===== src/rtl/qtpa_pkg.sv =====
// qtpa_pkg: shared types and defaults for the QTPA issue/execute hazard control.
// Provides the register address type, forwarding-select encoding and a helper
// that picks the forwarding source for one EX operand.
package qtpa_pkg;
    localparam int REG_ADDR_W         = 4;
    localparam int NUM_REGS_DEFAULT   = 16;
    localparam int MUL_LAT_DEFAULT    = 4;
    localparam int LOAD_STALL_DEFAULT = 1;

    typedef logic [REG_ADDR_W-1:0] reg_addr_t;

    typedef enum logic [1:0] {
        FWD_RF  = 2'b00,
        FWD_MEM = 2'b01,
        FWD_WB  = 2'b10
    } fwd_sel_t;

    // MEM is younger than WB, so it wins; r0 is never forwarded.
    function automatic fwd_sel_t fwd_pick(input reg_addr_t src, input reg_addr_t mem_rd,
                                          input logic mem_we, input reg_addr_t wb_rd,
                                          input logic wb_we);
        return (src == '0) ? FWD_RF :
               (mem_we && mem_rd == src) ? FWD_MEM :
               (wb_we && wb_rd == src) ? FWD_WB : FWD_RF;
    endfunction
endpackage


===== src/rtl/qtpa_hazard_ctrl_if.sv =====
// qtpa_hazard_ctrl_if: pipeline <-> hazard control signal bundle.
// master: pipeline side (drives issue/EX/MEM/WB info, receives controls).
// slave:  hazard control side (receives pipeline info, drives stall/flush/fwd/mul_busy).
interface qtpa_hazard_ctrl_if;
    import qtpa_pkg::*;
    logic      iss_valid;
    reg_addr_t iss_rs1_addr;
    logic      iss_rs1_used;
    reg_addr_t iss_rs2_addr;
    logic      iss_rs2_used;
    reg_addr_t iss_rd_addr;
    logic      iss_we;
    logic      iss_is_mul;
    logic      iss_is_load;
    logic      redirect;
    reg_addr_t ex_rs1_addr;
    reg_addr_t ex_rs2_addr;
    reg_addr_t mem_rd_addr;
    logic      mem_we;
    reg_addr_t wb_rd_addr;
    logic      wb_we;
    logic      stall;
    logic      flush;
    fwd_sel_t  fwd_rs1_sel;
    fwd_sel_t  fwd_rs2_sel;
    logic      mul_busy;

    modport master (
        output iss_valid, iss_rs1_addr, iss_rs1_used, iss_rs2_addr, iss_rs2_used,
               iss_rd_addr, iss_we, iss_is_mul, iss_is_load, redirect,
               ex_rs1_addr, ex_rs2_addr, mem_rd_addr, mem_we, wb_rd_addr, wb_we,
        input  stall, flush, fwd_rs1_sel, fwd_rs2_sel, mul_busy
    );

    modport slave (
        input  iss_valid, iss_rs1_addr, iss_rs1_used, iss_rs2_addr, iss_rs2_used,
               iss_rd_addr, iss_we, iss_is_mul, iss_is_load, redirect,
               ex_rs1_addr, ex_rs2_addr, mem_rd_addr, mem_we, wb_rd_addr, wb_we,
        output stall, flush, fwd_rs1_sel, fwd_rs2_sel, mul_busy
    );
endinterface


===== src/rtl/qtpa_scoreboard.sv =====
// qtpa_scoreboard: per-register pending counters for load and multiply results.
// Ports: clk/rst; set_en/set_addr/set_mul/set_load load a counter on issue;
// rs1/rs2/rd_addr look up pending state, reported on rs1/rs2/rd_pend.
module qtpa_scoreboard
    import qtpa_pkg::*;
#(
    parameter int NUM_REGS   = NUM_REGS_DEFAULT,
    parameter int MUL_LAT    = MUL_LAT_DEFAULT,
    parameter int LOAD_STALL = LOAD_STALL_DEFAULT
) (
    input  logic      clk,
    input  logic      rst,
    input  logic      set_en,
    input  reg_addr_t set_addr,
    input  logic      set_mul,
    input  logic      set_load,
    input  reg_addr_t rs1_addr,
    input  reg_addr_t rs2_addr,
    input  reg_addr_t rd_addr,
    output logic      rs1_pend,
    output logic      rs2_pend,
    output logic      rd_pend
);
    localparam logic [3:0] MUL_INIT  = 4'(MUL_LAT - 1);
    localparam logic [3:0] LOAD_INIT = 4'(LOAD_STALL);

    logic [3:0] cnt [NUM_REGS];

    // A fresh issue write overrides the countdown of the same register;
    // an ALU producer writes 0 since forwarding covers it.
    always_ff @(posedge clk)
        for (int r = 0; r < NUM_REGS; r++)
            if (rst || r == 0) cnt[r] <= '0;
            else if (set_en && set_addr == reg_addr_t'(r))
                cnt[r] <= set_mul ? MUL_INIT : set_load ? LOAD_INIT : '0;
            else if (cnt[r] != '0) cnt[r] <= cnt[r] - 4'd1;

    always_comb begin
        rs1_pend = cnt[rs1_addr] != '0;
        rs2_pend = cnt[rs2_addr] != '0;
        rd_pend  = cnt[rd_addr] != '0;
    end
endmodule


===== src/rtl/qtpa_hazard_ctrl.sv =====
// qtpa_hazard_ctrl: stall/flush and operand forwarding control for the ISS->EX register.
// Ports: clk, rst (sync, active-high); hc (slave modport) carries the issue
// stage usage, EX/MEM/WB addresses, redirect, and the stall, flush,
// fwd_rs1_sel, fwd_rs2_sel and mul_busy outputs.
module qtpa_hazard_ctrl
    import qtpa_pkg::*;
#(
    parameter int NUM_REGS   = NUM_REGS_DEFAULT,
    parameter int MUL_LAT    = MUL_LAT_DEFAULT,
    parameter int LOAD_STALL = LOAD_STALL_DEFAULT
) (
    input logic               clk,
    input logic               rst,
    qtpa_hazard_ctrl_if.slave hc
);
    localparam logic [3:0] MUL_INIT = 4'(MUL_LAT - 1);

    logic [3:0] busy;
    logic       pend_rs1, pend_rs2, pend_rd, hazard, issue;

    qtpa_scoreboard #(
        .NUM_REGS  (NUM_REGS),
        .MUL_LAT   (MUL_LAT),
        .LOAD_STALL(LOAD_STALL)
    ) u_sb (
        .clk     (clk),
        .rst     (rst),
        .set_en  (issue & hc.iss_we),
        .set_addr(hc.iss_rd_addr),
        .set_mul (hc.iss_is_mul),
        .set_load(hc.iss_is_load),
        .rs1_addr(hc.iss_rs1_addr),
        .rs2_addr(hc.iss_rs2_addr),
        .rd_addr (hc.iss_rd_addr),
        .rs1_pend(pend_rs1),
        .rs2_pend(pend_rs2),
        .rd_pend (pend_rd)
    );

    // Outputs are held at zero during reset; redirect outranks any stall.
    always_comb begin
        hazard = hc.iss_valid & ((hc.iss_rs1_used & pend_rs1) | (hc.iss_rs2_used & pend_rs2) |
                                 (hc.iss_we & pend_rd) | (hc.iss_is_mul & (busy != '0)));
        hc.flush       = ~rst & hc.redirect;
        hc.stall       = ~rst & hazard & ~hc.redirect;
        hc.mul_busy    = ~rst & (busy != '0);
        hc.fwd_rs1_sel = rst ? FWD_RF : fwd_pick(hc.ex_rs1_addr, hc.mem_rd_addr, hc.mem_we,
                                                 hc.wb_rd_addr, hc.wb_we);
        hc.fwd_rs2_sel = rst ? FWD_RF : fwd_pick(hc.ex_rs2_addr, hc.mem_rd_addr, hc.mem_we,
                                                 hc.wb_rd_addr, hc.wb_we);
        issue          = hc.iss_valid & ~hc.stall & ~hc.flush;
    end

    always_ff @(posedge clk)
        if (rst) busy <= '0;
        else if (issue & hc.iss_is_mul) busy <= MUL_INIT;
        else if (busy != '0) busy <= busy - 4'd1;
endmodule

===== src/flat_wrapper.sv =====
// flat-port wrapper written by rule: the top's interface ports become plain ports
module qtpa_hazard_ctrl_flat import qtpa_pkg::*;
#(
    parameter int NUM_REGS   = NUM_REGS_DEFAULT,
    parameter int MUL_LAT    = MUL_LAT_DEFAULT,
    parameter int LOAD_STALL = LOAD_STALL_DEFAULT
)
  (clk, rst, hc_iss_valid, hc_iss_rs1_addr, hc_iss_rs1_used, hc_iss_rs2_addr, hc_iss_rs2_used, hc_iss_rd_addr, hc_iss_we, hc_iss_is_mul, hc_iss_is_load, hc_redirect, hc_ex_rs1_addr, hc_ex_rs2_addr, hc_mem_rd_addr, hc_mem_we, hc_wb_rd_addr, hc_wb_we, hc_stall, hc_flush, hc_fwd_rs1_sel, hc_fwd_rs2_sel, hc_mul_busy);
  qtpa_hazard_ctrl_if hc_i ();
  input logic clk;
  input logic rst;
  input wire logic [$bits(hc_i.iss_valid)-1:0] hc_iss_valid;
  input wire logic [$bits(hc_i.iss_rs1_addr)-1:0] hc_iss_rs1_addr;
  input wire logic [$bits(hc_i.iss_rs1_used)-1:0] hc_iss_rs1_used;
  input wire logic [$bits(hc_i.iss_rs2_addr)-1:0] hc_iss_rs2_addr;
  input wire logic [$bits(hc_i.iss_rs2_used)-1:0] hc_iss_rs2_used;
  input wire logic [$bits(hc_i.iss_rd_addr)-1:0] hc_iss_rd_addr;
  input wire logic [$bits(hc_i.iss_we)-1:0] hc_iss_we;
  input wire logic [$bits(hc_i.iss_is_mul)-1:0] hc_iss_is_mul;
  input wire logic [$bits(hc_i.iss_is_load)-1:0] hc_iss_is_load;
  input wire logic [$bits(hc_i.redirect)-1:0] hc_redirect;
  input wire logic [$bits(hc_i.ex_rs1_addr)-1:0] hc_ex_rs1_addr;
  input wire logic [$bits(hc_i.ex_rs2_addr)-1:0] hc_ex_rs2_addr;
  input wire logic [$bits(hc_i.mem_rd_addr)-1:0] hc_mem_rd_addr;
  input wire logic [$bits(hc_i.mem_we)-1:0] hc_mem_we;
  input wire logic [$bits(hc_i.wb_rd_addr)-1:0] hc_wb_rd_addr;
  input wire logic [$bits(hc_i.wb_we)-1:0] hc_wb_we;
  output wire logic [$bits(hc_i.stall)-1:0] hc_stall;
  output wire logic [$bits(hc_i.flush)-1:0] hc_flush;
  output wire logic [$bits(hc_i.fwd_rs1_sel)-1:0] hc_fwd_rs1_sel;
  output wire logic [$bits(hc_i.fwd_rs2_sel)-1:0] hc_fwd_rs2_sel;
  output wire logic [$bits(hc_i.mul_busy)-1:0] hc_mul_busy;
  assign hc_i.iss_valid = hc_iss_valid;
  assign hc_i.iss_rs1_addr = hc_iss_rs1_addr;
  assign hc_i.iss_rs1_used = hc_iss_rs1_used;
  assign hc_i.iss_rs2_addr = hc_iss_rs2_addr;
  assign hc_i.iss_rs2_used = hc_iss_rs2_used;
  assign hc_i.iss_rd_addr = hc_iss_rd_addr;
  assign hc_i.iss_we = hc_iss_we;
  assign hc_i.iss_is_mul = hc_iss_is_mul;
  assign hc_i.iss_is_load = hc_iss_is_load;
  assign hc_i.redirect = hc_redirect;
  assign hc_i.ex_rs1_addr = hc_ex_rs1_addr;
  assign hc_i.ex_rs2_addr = hc_ex_rs2_addr;
  assign hc_i.mem_rd_addr = hc_mem_rd_addr;
  assign hc_i.mem_we = hc_mem_we;
  assign hc_i.wb_rd_addr = hc_wb_rd_addr;
  assign hc_i.wb_we = hc_wb_we;
  assign hc_stall = hc_i.stall;
  assign hc_flush = hc_i.flush;
  assign hc_fwd_rs1_sel = hc_i.fwd_rs1_sel;
  assign hc_fwd_rs2_sel = hc_i.fwd_rs2_sel;
  assign hc_mul_busy = hc_i.mul_busy;
  qtpa_hazard_ctrl #(.NUM_REGS(NUM_REGS), .MUL_LAT(MUL_LAT), .LOAD_STALL(LOAD_STALL)) u_core (.clk(clk), .rst(rst), .hc(hc_i));
endmodule

===== config.mk =====
export PLATFORM = sky130hd
export DESIGN_NAME = qtpa_hazard_ctrl_flat
export DESIGN_NICKNAME = d
export VERILOG_FILES = /design/src/rtl/qtpa_pkg.sv /design/src/rtl/qtpa_hazard_ctrl_if.sv /design/src/rtl/qtpa_scoreboard.sv /design/src/rtl/qtpa_hazard_ctrl.sv /design/src/flat_wrapper.sv
export SDC_FILE = /design/constraint.sdc
export NUM_CORES = 1
export LEC_CHECK = 0
export ABC_AREA = 1
export BUFFER_PORTS_ARGS = -buffer_cell sky130_fd_sc_hd__buf_2
export CORE_ASPECT_RATIO = 0.6
export CORE_UTILIZATION = 35
export CTS_CLUSTER_SIZE = 25
export DETAILED_ROUTE_END_ITERATION = 6
export HOLD_SLACK_MARGIN = 0.1
export PLACE_DENSITY = 0.59
export SYNTH_ARGS = -nofsm -noshare
export SYNTH_HDL_FRONTEND = slang
export SYNTH_SLANG_ARGS = --single-unit

===== constraint.sdc =====
create_clock -name clk -period 7.1 [get_ports clk]
set_clock_uncertainty 0.15 [all_clocks]
set_input_delay 0.71 -clock clk [delete_from_list [all_inputs] [get_ports clk]]
set_output_delay 0.71 -clock clk [all_outputs]
set_load 0.005 [all_outputs]

After elaboration in Yosys (flattened, before gate mapping)

Memories as Yosys holds them, arrays and structs flattened.
Cells that the tools add are included.

Equality and inequality tests: 19
Divide/modulo/power cells: 0
Add/subtract/negate cells: 16
Shift-type cells: 0
Bitwise logic cells: 50
Mux-type cells: 149
Multiply operators: 0
$lt $le $gt $ge: 0
Reduce and logical (&&, ||, !) cells: 42

Operators with widths:

| operator            | number |
|---|---|
| $mux 4              | 30 |
| $mux 1              | 108 |
| $reduce_bool 4->1   | 19 |
| $sub 4x1->4 const B | 16 |
| $or 1x1->1          | 33 |
| $eq 4x4->1 const B  | 8 |
| $mux 2              | 11 |
| $logic_and 1x1->1   | 19 |
| $eq 4x3->1 const B  | 4 |
| $eq 4x4->1          | 4 |
| $and 1x1->1         | 13 |
| $eq 4x2->1 const B  | 2 |
| $logic_not 4->1     | 2 |
| $eq 4x1->1 const B  | 1 |
| $not 1->1           | 4 |
| $reduce_bool 2->1   | 1 |
| $reduce_or 2->1     | 1 |

Word-level logic and storage cells: 279
Output and inout bits: 7
Bits in latches: 0
Memory bits (writable): 64
Memories kept: 1
Input port bits: 39
ROM bits: 0
Register bits after elaboration: 4

Memory list:

| memory          | depth | bits a word | rd ports | clocked after memory_dff | write ports | RTL line              | RTL |
|---|---|---|---|---|---|---|---|
| u_core.u_sb.cnt | 16    | 4           | 18       | 0                        | 16          | qtpa_scoreboard.sv:27 | `logic [3:0] cnt [NUM_REGS];` |

Logic depth before layout (Yosys ltp)

An unclocked memory read counts as a cell.

Word-level depth: 19
Mapped depth: 20
Gate-level depth less buffers: 18

Hierarchy

From an unflattened synthesis, not the netlist that was laid out.

Cells, all modules: 617
Area, all modules: 4653.2 um2

By module, submodules not included:

| module           | instances | sequential area each (um2) | cells an instance | area each (um2) |
|---|---|---|---|---|
| qtpa_scoreboard  | 1         | 1801.7                     | 519               | 4062.6 |
| qtpa_hazard_ctrl | 1         | 80.1                       | 98                | 590.6 |

Least setup slack after synthesis

No wires, ideal clock.

Kind: input to register
From: input hc_iss_rs2_addr[0]
To: memory u_core.u_sb.cnt[1][0] (enable)
Setup time: 0.283 ns
Arrival: 2.282 ns
Required time: 6.667 ns
Stages on the path: 19
Setup slack: 4.386 ns
Buffers on the path: 2
Cell sequence: buf_4 -> nand2_1 -> inv_1 -> nand2_1 -> nand3_1 -> nand2_1 -> nand2_1 -> nand2_1 -> nand2_1 -> nand2_1 -> nand3_1 -> nand4_1 -> nand2_2 -> nand2_2 -> nor2_4 -> buf_12 -> nand2_4 -> nand3_1 -> nand3_1

RTL lines:

| what            | RTL line              | RTL |
|---|---|---|
| start, declared | flat_wrapper.sv:15    | `input wire logic [$bits(hc_i.iss_rs2_addr)-1:0] hc_iss_rs2_addr;` |
| end, declared   | qtpa_scoreboard.sv:27 |  |

==> flow_summary_export.csv <==
group,metric,value,unit
status,outcome,"finished clean",
floorplanning,die_area,14600,um^2
global_routing,grt_pass1_wl,20400,um
synthesis,synth_area,4930,um^2
floorplanning,initial_core_util,36.0,%
route,num_vias,4427,
route,wire_per_inst,13.6,um
global_routing,track_usage,18.2,%
synthesis,synth_edf_count,60,
power_and_ir_drop,power.switching,0.867,mW
route,drc,0,
route,drt_iter0_drc,296,
synthesis,synth.area.top_cells,"edfxtp_1 (37%), nand2_1 (12%), nor2_1 (7.7%), inv_1 (7.2%), nand3_1 (6.1%)",
worst_setup_path,worst_ep_required_time,6.96,ns
floorplanning,rows,33,
timing,worst_pin_slew,0.800,ns
clock_tree,cts_resized,0,
synthesis,yosysTopAreaCell,"edfxtp_1",
clock_tree,cts_max_level,3,
timing,max_slew_margin,46.7,%
global_routing,use_met1,27.0,%
worst_setup_path,cp.arrival,3.19,ns
cells_and_area,fin_util,41.0,%
power_and_ir_drop,pwr_density_cell,386,nW/um^2
route,drt.antenna.violating_nets,0,
clock_tree,root_buffer,"clkbuf_16",
timing,finalSetupTns,0,ns
timing,fmax,300,MHz
power_and_ir_drop,switching_share,40.0,%
synthesis,ys_ff_latch,64,
placed_design,place_hpwl,9630,um
timing,finalHoldViolations,0,
placed_design,place_congestion,0.841,
worst_setup_path,path_max_fanout,15,
global_routing,use_met2,26.0,%
clock_tree,ctsHoldBuffers,0,
worst_setup_path,crit_path_end_kind,"register",
clock_tree,clk_latency,0.33,ns
power_and_ir_drop,seqPwrFrac,36.3,%
synthesis,synth.most_common_cell,"nand2_1",
global_routing,grt_max_degree,62,
clock_tree,cts_tree,"built",
cells_and_area,syn2layout_area_growth,13.9,%
floorplanning,ioPinCount,46,
timing,fin_hold_ws,0.368,ns
floorplanning,core_area,13700,um^2
synthesis,synthTopCellsByCount,"nand2_1 (164), nor2_1 (101), inv_1 (95)",
placed_design,place_area,5330,um^2
power_and_ir_drop,peakVddDrop,0.177,mV
synthesis,async_flop_share,0,%
synthesis,ys.flop_type,"edfxtp_1",
power_and_ir_drop,combPwrFrac,43.5,%
clock_tree,postCtsSetupBuffers,0,
clock_tree,cts.path.max_buffers,2,
timing,setup_violations,0,
timing,fin_crit_sh,46.9,%
power_and_ir_drop,power.total,2.17,mW
synthesis,synth_cell_types,35,
hold_path,hold_path.class,"reg -> reg",
placed_design,portBuffers,45,
power_and_ir_drop,clockPowerShare,20.2,%
global_routing,grt_pass1_vias,4120,
route,viasPerCell,4.89,
synthesis,yosysWarningCount,0,
global_routing,gr-usage-met3,4.29,%
power_and_ir_drop,intPower,1.30,mW
route,wirelength,12300,um
cells_and_area,layout-drive-gt1-share,13.9,%
route,dr.pass1.iters,5,
timing,rsz0062_at_grt,"no",
floorplanning,die_width,155,um
global_routing,grt-ovfl-total,0,
synthesis,synth.top_cell.area_share,36.5,%
cells_and_area,stdcell_area,5620,um^2
job,drv_cap,0,
timing,finalMaxSlewViolations,0,
cells_and_area,nets,764,
cells_and_area,n_antenna_cell,0,
power_and_ir_drop,p_leak,2.73,nW
clock_tree,cts_buffers,9,
synthesis,synth_fp_nets,721,
worst_setup_path,critPathLaunchType,"register",
synthesis,synthCells,666,
floorplanning,chipHeight,94.0,um
synthesis,avgSynthCellArea,7.41,um^2
clock_tree,clock-sinks,64,
global_routing,busiest_layer,"met1",
global_routing,antenna_found_initial,1,
timing,fin_crit,3.33,ns
worst_setup_path,crit_type,"reg -> reg",
clock_tree,clk_pin_slew_worst_paths,0.05,ns
synthesis,synth-seq-area-share,38.1,%
-- cells in the final DEF, fill, tap and decap left out, types with 2 or more instances in the layout --
cell type  Yosys  final
nand2_2        3      3
nor2_1       101    101
inv_1         95     95
nor2_4         9      9
dfxtp_1        4      4
nand2_4        9      9
edfxtp_1      60     60
nor4_1         3      3
nand3_2        8      8
or2_2          3      3
nand4_1       33     33
o21ai_0        5      5
a21oi_1       13     13
xnor2_1       24     24
clkbuf_16      0      9
o22ai_1        6      6
nor2_2         6      6
nand3_1       60     60
clkbuf_1       2      2
nor3_1        12     12
clkinv_2       0      3
o21ai_1        2      2
a221oi_1       2      2
nand2_1      164    164
xor2_1         7      7
buf_2          5     45
ha_1          16     16
-- sequential cells by signal, indices dropped and copies added, names as in the netlist --
signal / cells
u_core.busy: 4
u_core.u_sb.cnt: 60
-- path summary, 6_finish.rpt --
path,from,to,cells past startpoint,slack (ns)
worst min register to register,u_core.busy[3]$_SDFFE_PP0N_,u_core.busy[3]$_SDFFE_PP0N_,2,0.37
worst max-delay path,u_core.u_sb.cnt[14][2]$_SDFFCE_PN0P_,u_core.u_sb.cnt[14][0]$_DFFE_PP_,14,3.77
worst min-delay path,u_core.busy[3]$_SDFFE_PP0N_,u_core.busy[3]$_SDFFE_PP0N_,2,0.37
worst max register to register,u_core.u_sb.cnt[14][2]$_SDFFCE_PN0P_,u_core.u_sb.cnt[14][0]$_DFFE_PP_,14,3.77
-- metal layers --
metal | part of all wire [%] | vias to the layer above | wire length [um]
met5 | 0.081 | - | 10
met4 | 1.6 | 2 | 197
met3 | 7.0 | 22 | 866
met2 | 40 | 139 | 4910
met1 | 51 | 1994 | 6330
li1 | - | 2270 | -
-- critical path: stages, from the launching register on --
cell	delay (ns)
edfxtp_1	0.44
nor2_1	0.37
nand3_1	0.12
nand3_1	0.09
o21ai_0	0.08
nand2_1	0.07
nand3_1	0.07
nand3_1	0.11
nand4_1	0.13
nand2_2	0.11
nand2_2	0.07
nor2_4	0.55
nand2_1	0.26
nand3_1	0.19
nand3_1	0.20
-- cell families after synthesis --
logic type / share of synthesized area [%]
xor gates and xnor gates: 5.50
adders and majority gates: 4.06
DFF: 38.1
AOI/OAI and AO/OA: 3.80
and+or+nand+nor: 39.6
buffers and inverters: 8.90
-- power groups by stage --
stage               sequential, mW  clock [mW]  combinational (mW)
floorplan                    0.757           0               0.728
global placement             0.788           0               0.922
detailed placement           0.792           0               0.926
CTS                          0.786       0.446               0.935
global route                 0.811       0.459                1.08
finish                       0.787       0.437               0.942
-- cell type report --
type,count,area (um^2)
Multi-Input combinational cell,492,2610
Clock buffer,12,246
Inverter,96,360
Timing Repair Buffer,46,233
Sequential cell,64,1880
Tap cell,192,240
Clock inverter,4,45.0
Fill cell,1424,8090
-- per-stage QoR --
step                cells  setup WS, ns
floorplan             666          4.39
global placement      890          3.66
detailed placement    890          3.55
CTS                   906          3.80
global route          906          3.45
finish                906          3.77
Note: power is estimated with default switching activity, not from simulation.
